File: src/rtl/alu_ctrl_pkg.sv
// Shared definitions for the ALU issue controller: FSM state encoding,
// datapath widths, ALU opcode constants and small helper functions.
package alu_ctrl_pkg;

    localparam int DATA_W   = 4;
    localparam int OP_W     = 3;
    localparam int REG_AW   = 2;
    localparam int NUM_REGS = 4;
    localparam int CNT_W    = 8;

    localparam logic [CNT_W-1:0] CNT_INC = 8'd1;

    // Opcodes understood by the external ALU
    localparam logic [OP_W-1:0] OP_ADD  = 3'b000;
    localparam logic [OP_W-1:0] OP_SUB  = 3'b001;
    localparam logic [OP_W-1:0] OP_AND  = 3'b010;
    localparam logic [OP_W-1:0] OP_OR   = 3'b011;
    localparam logic [OP_W-1:0] OP_XOR  = 3'b100;
    localparam logic [OP_W-1:0] OP_SHL  = 3'b101;
    localparam logic [OP_W-1:0] OP_SHR  = 3'b110;
    localparam logic [OP_W-1:0] OP_PASS = 3'b111;

    typedef enum logic [1:0] {
        IDLE = 2'b00,
        EXEC = 2'b01,
        WB   = 2'b10
    } state_t;

    // Zero status of a data word, shared by the immediate-load path
    function automatic logic is_zero(input logic [DATA_W-1:0] data);
        return (data == {DATA_W{1'b0}});
    endfunction

endpackage

File: src/rtl/alu_regfile.sv
// 4 x 4-bit register file for the ALU issue controller.
// Ports: clk/rst (synchronous active-high reset), one synchronous write port
// (we, waddr, wdata), two asynchronous operand read ports (raddr_a/rdata_a,
// raddr_b/rdata_b) and an asynchronous debug read port (dbg_addr/dbg_data).
// Reads always return the pre-write contents during a write cycle.
module alu_regfile
    import alu_ctrl_pkg::*;
(
    input  logic              clk,
    input  logic              rst,
    input  logic              we,
    input  logic [REG_AW-1:0] waddr,
    input  logic [DATA_W-1:0] wdata,
    input  logic [REG_AW-1:0] raddr_a,
    output logic [DATA_W-1:0] rdata_a,
    input  logic [REG_AW-1:0] raddr_b,
    output logic [DATA_W-1:0] rdata_b,
    input  logic [REG_AW-1:0] dbg_addr,
    output logic [DATA_W-1:0] dbg_data
);

    logic [DATA_W-1:0] regs_r [NUM_REGS];

    // Register storage: clear on reset, single write port otherwise
    always_ff @(posedge clk) begin
        if (rst) begin
            for (int i = 0; i < NUM_REGS; i++) begin
                regs_r[i] <= {DATA_W{1'b0}};
            end
        end else if (we) begin
            regs_r[waddr] <= wdata;
        end
    end

    assign rdata_a  = regs_r[raddr_a];
    assign rdata_b  = regs_r[raddr_b];
    assign dbg_data = regs_r[dbg_addr];

endmodule

File: src/rtl/alu_issue_ctrl.sv
// Serial issue controller for an external 4-bit ALU.
// Ports: clk/rst (synchronous active-high); instruction handshake
// (instr_valid/instr_ready plus instr_ld/op/rd/rs1/rs2/imm); ALU interface
// (alu_a, alu_b, alu_opcode out; alu_result, alu_zero in); writeback
// (wb_valid strobe, wb_rd, wb_data); status (zero_flag, instr_count);
// debug read port (dbg_addr -> dbg_data).
// ALU ops walk IDLE->EXEC->WB->IDLE, immediate loads go IDLE->WB->IDLE.
// Only one instruction is ever in flight, so operand reads never race
// against a pending write.
module alu_issue_ctrl
    import alu_ctrl_pkg::*;
(
    input  logic              clk,
    input  logic              rst,
    input  logic              instr_valid,
    output logic              instr_ready,
    input  logic              instr_ld,
    input  logic [OP_W-1:0]   instr_op,
    input  logic [REG_AW-1:0] instr_rd,
    input  logic [REG_AW-1:0] instr_rs1,
    input  logic [REG_AW-1:0] instr_rs2,
    input  logic [DATA_W-1:0] instr_imm,
    output logic [DATA_W-1:0] alu_a,
    output logic [DATA_W-1:0] alu_b,
    output logic [OP_W-1:0]   alu_opcode,
    input  logic [DATA_W-1:0] alu_result,
    input  logic              alu_zero,
    output logic              wb_valid,
    output logic [REG_AW-1:0] wb_rd,
    output logic [DATA_W-1:0] wb_data,
    output logic              zero_flag,
    output logic [CNT_W-1:0]  instr_count,
    input  logic [REG_AW-1:0] dbg_addr,
    output logic [DATA_W-1:0] dbg_data
);

    state_t            state_r;
    state_t            state_next_s;
    logic              accept_s;
    logic              load_alu_s;
    logic              load_imm_s;
    logic              capture_s;
    logic              commit_s;
    logic [DATA_W-1:0] rdata_a_s;
    logic [DATA_W-1:0] rdata_b_s;

    logic [DATA_W-1:0] alu_a_r;
    logic [DATA_W-1:0] alu_b_r;
    logic [OP_W-1:0]   alu_opcode_r;
    logic              wb_valid_r;
    logic [REG_AW-1:0] wb_rd_r;
    logic [DATA_W-1:0] wb_data_r;
    logic              wb_zero_r;
    logic              zero_flag_r;
    logic [CNT_W-1:0]  instr_count_r;

    // Ready is held low while reset is applied so nothing is accepted then
    assign instr_ready = (state_r == IDLE) && !rst;
    assign accept_s    = instr_valid && instr_ready;

    alu_regfile u_regfile (
        .clk      (clk),
        .rst      (rst),
        .we       (commit_s),
        .waddr    (wb_rd_r),
        .wdata    (wb_data_r),
        .raddr_a  (instr_rs1),
        .rdata_a  (rdata_a_s),
        .raddr_b  (instr_rs2),
        .rdata_b  (rdata_b_s),
        .dbg_addr (dbg_addr),
        .dbg_data (dbg_data)
    );

    // FSM state register
    always_ff @(posedge clk) begin
        if (rst) begin
            state_r <= IDLE;
        end else begin
            state_r <= state_next_s;
        end
    end

    // FSM next-state and datapath control decode
    always_comb begin
        state_next_s = state_r;
        load_alu_s   = 1'b0;
        load_imm_s   = 1'b0;
        capture_s    = 1'b0;
        commit_s     = 1'b0;
        case (state_r)
            IDLE: begin
                if (accept_s) begin
                    if (instr_ld) begin
                        state_next_s = WB;
                        load_imm_s   = 1'b1;
                    end else begin
                        state_next_s = EXEC;
                        load_alu_s   = 1'b1;
                    end
                end else begin
                    state_next_s = IDLE;
                end
            end
            EXEC: begin
                state_next_s = WB;
                capture_s    = 1'b1;
            end
            WB: begin
                state_next_s = IDLE;
                commit_s     = 1'b1;
            end
            default: begin
                state_next_s = IDLE;
            end
        endcase
    end

    // Datapath: operand issue, result capture, writeback and status
    always_ff @(posedge clk) begin
        if (rst) begin
            alu_a_r       <= {DATA_W{1'b0}};
            alu_b_r       <= {DATA_W{1'b0}};
            alu_opcode_r  <= 3'b000;
            wb_valid_r    <= 1'b0;
            wb_rd_r       <= {REG_AW{1'b0}};
            wb_data_r     <= {DATA_W{1'b0}};
            wb_zero_r     <= 1'b0;
            zero_flag_r   <= 1'b0;
            instr_count_r <= {CNT_W{1'b0}};
        end else begin
            if (load_alu_s) begin
                alu_a_r      <= rdata_a_s;
                alu_b_r      <= rdata_b_s;
                alu_opcode_r <= instr_op;
                wb_rd_r      <= instr_rd;
            end
            // wb_valid is raised on entry to WB and dropped on the edge leaving it
            if (load_imm_s) begin
                wb_rd_r    <= instr_rd;
                wb_data_r  <= instr_imm;
                wb_zero_r  <= is_zero(instr_imm);
                wb_valid_r <= 1'b1;
            end else if (capture_s) begin
                wb_data_r  <= alu_result;
                wb_zero_r  <= alu_zero;
                wb_valid_r <= 1'b1;
            end else begin
                wb_valid_r <= 1'b0;
            end
            if (commit_s) begin
                zero_flag_r   <= wb_zero_r;
                instr_count_r <= instr_count_r + CNT_INC;
            end
        end
    end

    assign alu_a       = alu_a_r;
    assign alu_b       = alu_b_r;
    assign alu_opcode  = alu_opcode_r;
    assign wb_valid    = wb_valid_r;
    assign wb_rd       = wb_rd_r;
    assign wb_data     = wb_data_r;
    assign zero_flag   = zero_flag_r;
    assign instr_count = instr_count_r;

endmodule
File: config.mk
export PLATFORM = sky130hd
export DESIGN_NAME = alu_issue_ctrl
export DESIGN_NICKNAME = d
export VERILOG_FILES = /design/src/rtl/alu_ctrl_pkg.sv /design/src/rtl/alu_regfile.sv /design/src/rtl/alu_issue_ctrl.sv
export SDC_FILE = /design/constraint.sdc
export NUM_CORES = 1
export LEC_CHECK = 0
export CAP_MARGIN = 20
export CORE_ASPECT_RATIO = 1.75
export CORE_MARGIN = 4
export CORE_UTILIZATION = 45
export CTS_BUF_LIST = sky130_fd_sc_hd__clkbuf_8
export CTS_CLUSTER_SIZE = 8
export DETAILED_ROUTE_END_ITERATION = 10
export PLACE_DENSITY = 0.85
export SYNTH_ARGS = -nofsm -noshare
export SYNTH_HDL_FRONTEND = slang
export SYNTH_SLANG_ARGS = --single-unit
File: constraint.sdc
create_clock -name clk -period 1.85 [get_ports clk]
set_clock_uncertainty 0.2 [all_clocks]
set_input_delay 0.555 -clock clk [delete_from_list [all_inputs] [get_ports clk]]
set_output_delay 0.555 -clock clk [all_outputs]
set_load 0.02 [all_outputs]
# Word-level counts from Yosys, hierarchy flattened
# Memory sizes are Yosys's and may differ from the RTL's. A register that Yosys moved wholly into a read port is not among the register bits.
# Index checks and enable logic that the tools add are counted.
dict set report op_classes {
  addsub 1
  n_eq_ne 2
  muxes 27
  n_reduce_logical 8
}
# op count
set op_table {}
lappend op_table {{1-bit 2-to-1 mux} 18}
lappend op_table {{4-bit 2-to-1 mux} 3}
lappend op_table {{2-bit 2-to-1 mux} 5}
lappend op_table {{8-bit by 1-bit adder with 8-bit output, second input constant} 1}
lappend op_table {{4-bit logical NOT} 1}
lappend op_table {{2-bit one-hot mux with 2 select lines} 1}
lappend op_table {{2-bit nonzero test} 2}
lappend op_table {{4-bit OR reduction} 1}
lappend op_table {{2-bit by 1-bit == test with 1-bit output, second input constant} 1}
lappend op_table {{2-bit == test, second input constant} 1}
lappend op_table {{1-bit logical AND} 2}
lappend op_table {{2-bit logical NOT} 1}
lappend op_table {{1-bit logical NOT} 1}
dict set report totals {
  ff_bits 22
  ram_bits 16
  inputBits 24
  elab_cells 47
  mem_count 1
}
# name depth width read_ports rd_ports_with_merged_regs wr line
set memory_table {}
lappend memory_table {u_regfile.regs_r 4 4 3 2 4 alu_regfile.sv:22} ;# logic [DATA_W-1:0] regs_r [NUM_REGS];

# Depth between registers and ports, before layout
dict set report logic_depth {
  depth_word 7
  mapped_depth 5
  mapped_depth_nobuf 4
}

# By module
# Synthesis repeated with hierarchy kept, for this count alone.
dict set report unflattened {
  hier_cells 195
  area_unflattened_um2 2278.4
}
# mod instances cells_each area_per_inst_um2 seq_area_each_um2
set modules_own_cells {}
lappend modules_own_cells {alu_issue_ctrl 1 141 1293.7 600.6}
lappend modules_own_cells {alu_regfile 1 54 984.7 480.5}

# Worst setup path before layout
# OpenSTA, ideal clock, no wires.
dict set report synth_timing {
  path_kind {input to output}
  start {in rst}
  end {out instr_ready}
  arrival_time_ns 1.399
  t_required_ns 1.095
  setup_slack_ns -0.304
  path_stages 3
  path_buffers 2
  cell_sequence {clkbuf_1 -> clkbuf_1 -> nor3_1}
}
dict set report synth_between {
  elab_chain_len 2
}
# element line
set synth_lines {}
lappend synth_lines {{start, declared} alu_issue_ctrl.sv:14} ;# input logic rst,
lappend synth_lines {{1-bit logical NOT} alu_issue_ctrl.sv:58} ;# assign instr_ready = (state_r == IDLE) && !rst;
lappend synth_lines {{1-bit logical AND} alu_issue_ctrl.sv:58}
lappend synth_lines {{end, declared} alu_issue_ctrl.sv:16} ;# output logic instr_ready,
# No other way between the ends.

==> flow_metrics.py <==
metrics = {
    "sta": {
        "worst_pin_slew_ns": 0.354,
        "setup_violations": 4,
        "relSlewSlack_pct": 76.3,
        "report.final.slew_viol_count": 0,
        "setup_slack_ns": -0.302,
        "rsz0062_at_grt": "yes",
        "period_share_pct": 116,
        "hold_viol": 0,
        "max_freq_mhz": 465,
        "fin_setup_tns_ns": -1.15,
        "period_needed_ns": 2.15,
    },
    "synthesis": {
        "ys_warn_count": 0,
        "yosysSeqAreaShare_pct": 49.5,
        "ys_top_cells_by_area": "dfxtp_1 28%, edfxtp_1 22%, mux4_2 12%",
        "synth_nets": 222,
        "syn_area_per_cell_um2": 11.1,
        "synth_seq_cells": 46,
        "synth_edf_count": 16,
        "async_flop_share_pct": 0,
        "ys_types": 37,
        "synth_top_area_share_pct": 27.5,
        "synth_area_um2": 2180,
        "synthFlopType": "dfxtp_1",
        "yosysTopAreaCell": "dfxtp_1",
        "syn_inst": 197,
    },
    "floorplan": {
        "start_util_pct": 46.4,
        "die_w_um": 60.6,
        "coreArea_um2": 4710,
        "boundaryPins": 56,
        "die_h_um": 100,
        "rows": 33,
        "die_area_um2": 6070,
    },
    "setup_path": {
        "critPathArrivalTime_ns": 1.40,
        "cp.required_ns": 1.09,
        "crit_slowest_cell": "mux4_2",
        "critPathMaxStageDelay_ns": 0.50,
        "critPathLaunchType": "flop",
        "crit_path_end_kind": "primary output",
        "crit_fanout": 2,
        "timing.critical_path.buf_inv": 1,
        "cp_top_family": "multiplexers",
        "critical_path_class": "flop to primary output",
        "crit_chain": "mux4_2 > buf_6",
    },
    "clock_tree": {
        "cts.htree.levels": 2,
        "worstSkewPairLatency_ns": 0.30,
        "cts_tree": "yes",
        "clk_pin_slew_ns": 0.09,
        "clock-sinks": 46,
        "cts_buffers": 5,
        "cts_buffer_depth": 2,
        "cts_root_buf": "clkbuf_8",
    },
    "detailed_routing": {
        "num_vias": 1990,
        "drt-wirelength-per-cell_um": 16.8,
        "drc": 0,
        "first_pass_iters": 4,
        "antenna_left": 0,
        "via_per_inst": 5.65,
        "drtIter0Drc": 80,
        "routed_wl_mm": 5.92,
    },
    "outcome": {
        "violations": "setup timing",
        "outcome": "complete, but fails checks",
    },
    "final_layout": {
        "num_antenna_cells": 0,
        "final_nets": 324,
        "final_util_pct": 71.5,
        "final_area_um2": 3360,
        "synthToLayoutAreaGrowth_pct": 54.1,
        "drive_gt1_share_pct": 36.7,
    },
    "place": {
        "dp_slack_ns": -1.21,
        "dp_hpwl_mm": 4.36,
        "placed_area_um2": 3090,
        "io_buffers": 55,
        "place_congestion": 0.927,
    },
    "global_routing": {
        "overflow": 0,
        "grt_pass1_vias": 1946,
        "antenna_found_initial": 0,
        "track_usage_pct": 19.9,
        "grt_pass1_wl_mm": 9.05,
        "grt_max_degree": 22,
    },
    "flow_run": {
        "maxCapViolations": 0,
    },
    "power_and_ir_drop": {
        "power_density_nw_per_um2": 677,
        "p_leak_nw": 1.40,
        "irDropWorstVdd_mv": 0.762,
    },
    "worst_hold_path": {
        "min_path_type": "flop to flop",
    },
}
[cells by family after synthesis]
group / Yosys count / synth area share (%)
muxes: 14 / 13.3
AOI/OAI and AO/OA: 44 / 12.3
buffers and inverters: 15 / 3.15
xor gates and xnor gates: 2 / 0.803
DFF: 46 / 49.5
and+or+nand+nor: 75 / 20.3
adders and majority gates: 1 / 0.573
[cell usage after synthesis, types with 5 or more instances]
cell	instances
o21ai_0	8
edfxtp_1	16
dfxtp_1	30
nor2_1	7
mux4_2	12
nand2_1	10
nor3_1	5
nand3_1	17
o21ai_2	7
a21oi_1	21
and2_1	16
[registers in the layout, indices dropped and copies added, names as in the netlist]
name              count
u_regfile.regs_r     16
instr_count           8
alu_a                 4
alu_b                 4
wb_data               4
alu_opcode            3
state_r               2
wb_rd                 2
wb_valid              1
wb_zero_r             1
zero_flag             1
[cells in the final DEF (no fill, tap or decap), types with 2 or more instances in the layout]
cell type        instances
nor4_1                   2
mux2i_1                  2
mux4_2                  12
nor3_2                   3
a21oi_2                  3
dfxtp_1                 29
nand2_1                  9
and2_1                  16
buf_2                    2
a311oi_2                 3
edfxtp_1                16
or2_4                    2
clkbuf_8                 6
nor4b_4                  2
o21ai_0                  7
nor2_1                   7
nand3_1                 14
or3_1                    4
o21ai_2                  8
buf_12                   2
clkdlybuf4s50_1         17
dlygate4sd2_1           31
nand3_2                  3
inv_1                    4
a21oi_1                 18
buf_6                   10
buf_4                   44
[repair_timing]
action	in CTS	in global routing
hold buffers	0	0
buffers inserted	4	3
hold endpoints to repair	0	0
endpoints found under the setup margin	85	27
gates cloned	0	1
pin swaps	3	4
resized for setup	79	24
[worst min-delay path: cells and delay by family (launching register included)]
kind	cells	cell delay, ns
AOI/OAI and AO/OA	2	0.10
DFF	1	0.32
[final timing paths]
check	slack, ns	end	startpoint	cells after the start
hold / removal	0.26	alu_opcode[1]$_SDFFE_PP0P_	alu_opcode[1]$_SDFFE_PP0P_	2
hold reg to reg	0.26	alu_opcode[1]$_SDFFE_PP0P_	alu_opcode[1]$_SDFFE_PP0P_	2
setup / recovery	-0.30	dbg_data[0]	u_regfile.regs_r[0][0]$_SDFFCE_PN0P_	2
setup reg to reg	0.03	wb_data[3]$_SDFFE_PP0P_	state_r[1]$_SDFF_PP0_	5
[power by group]
part / leakage [nW] / internal [W] / switching [W] / total, W
clock network: 0.0626 / 0.000435 / 0.000331 / 0.000767
registers: 0.409 / 0.00108 / 0.0000247 / 0.00110
logic: 0.923 / 0.000213 / 0.000194 / 0.000407
[routing by layer]
metal / GRT usage [%] / part of all wire, %
met1: 20.8 / 33
met2: 36.3 / 58
met3: 2.70 / 4.5
met4: 10.5 / 4.1
met5: 0 / 0
[final cells by class]
type,count,area (um2)
Clock buffer,6,82.6
Clock inverter,2,33.8
Fill cell,352,1340
Inverter,4,15.0
Multi-Input combinational cell,136,1150
Sequential cell,46,1080
Tap cell,52,65.1
Timing Repair Buffer,106,935
[stage by stage]
stage / hold slack, ns / total power [W] / cells
floorplan: 0.261 / 0.00130 / 197
global route: 0.288 / 0.00237 / 352
finish: 0.259 / 0.00228 / 352
detailed placement: 0.255 / 0.00150 / 336
CTS: 0.264 / 0.00225 / 348
global placement: 0.247 / 0.00149 / 336
Note: power is estimated with default switching activity, not from simulation.
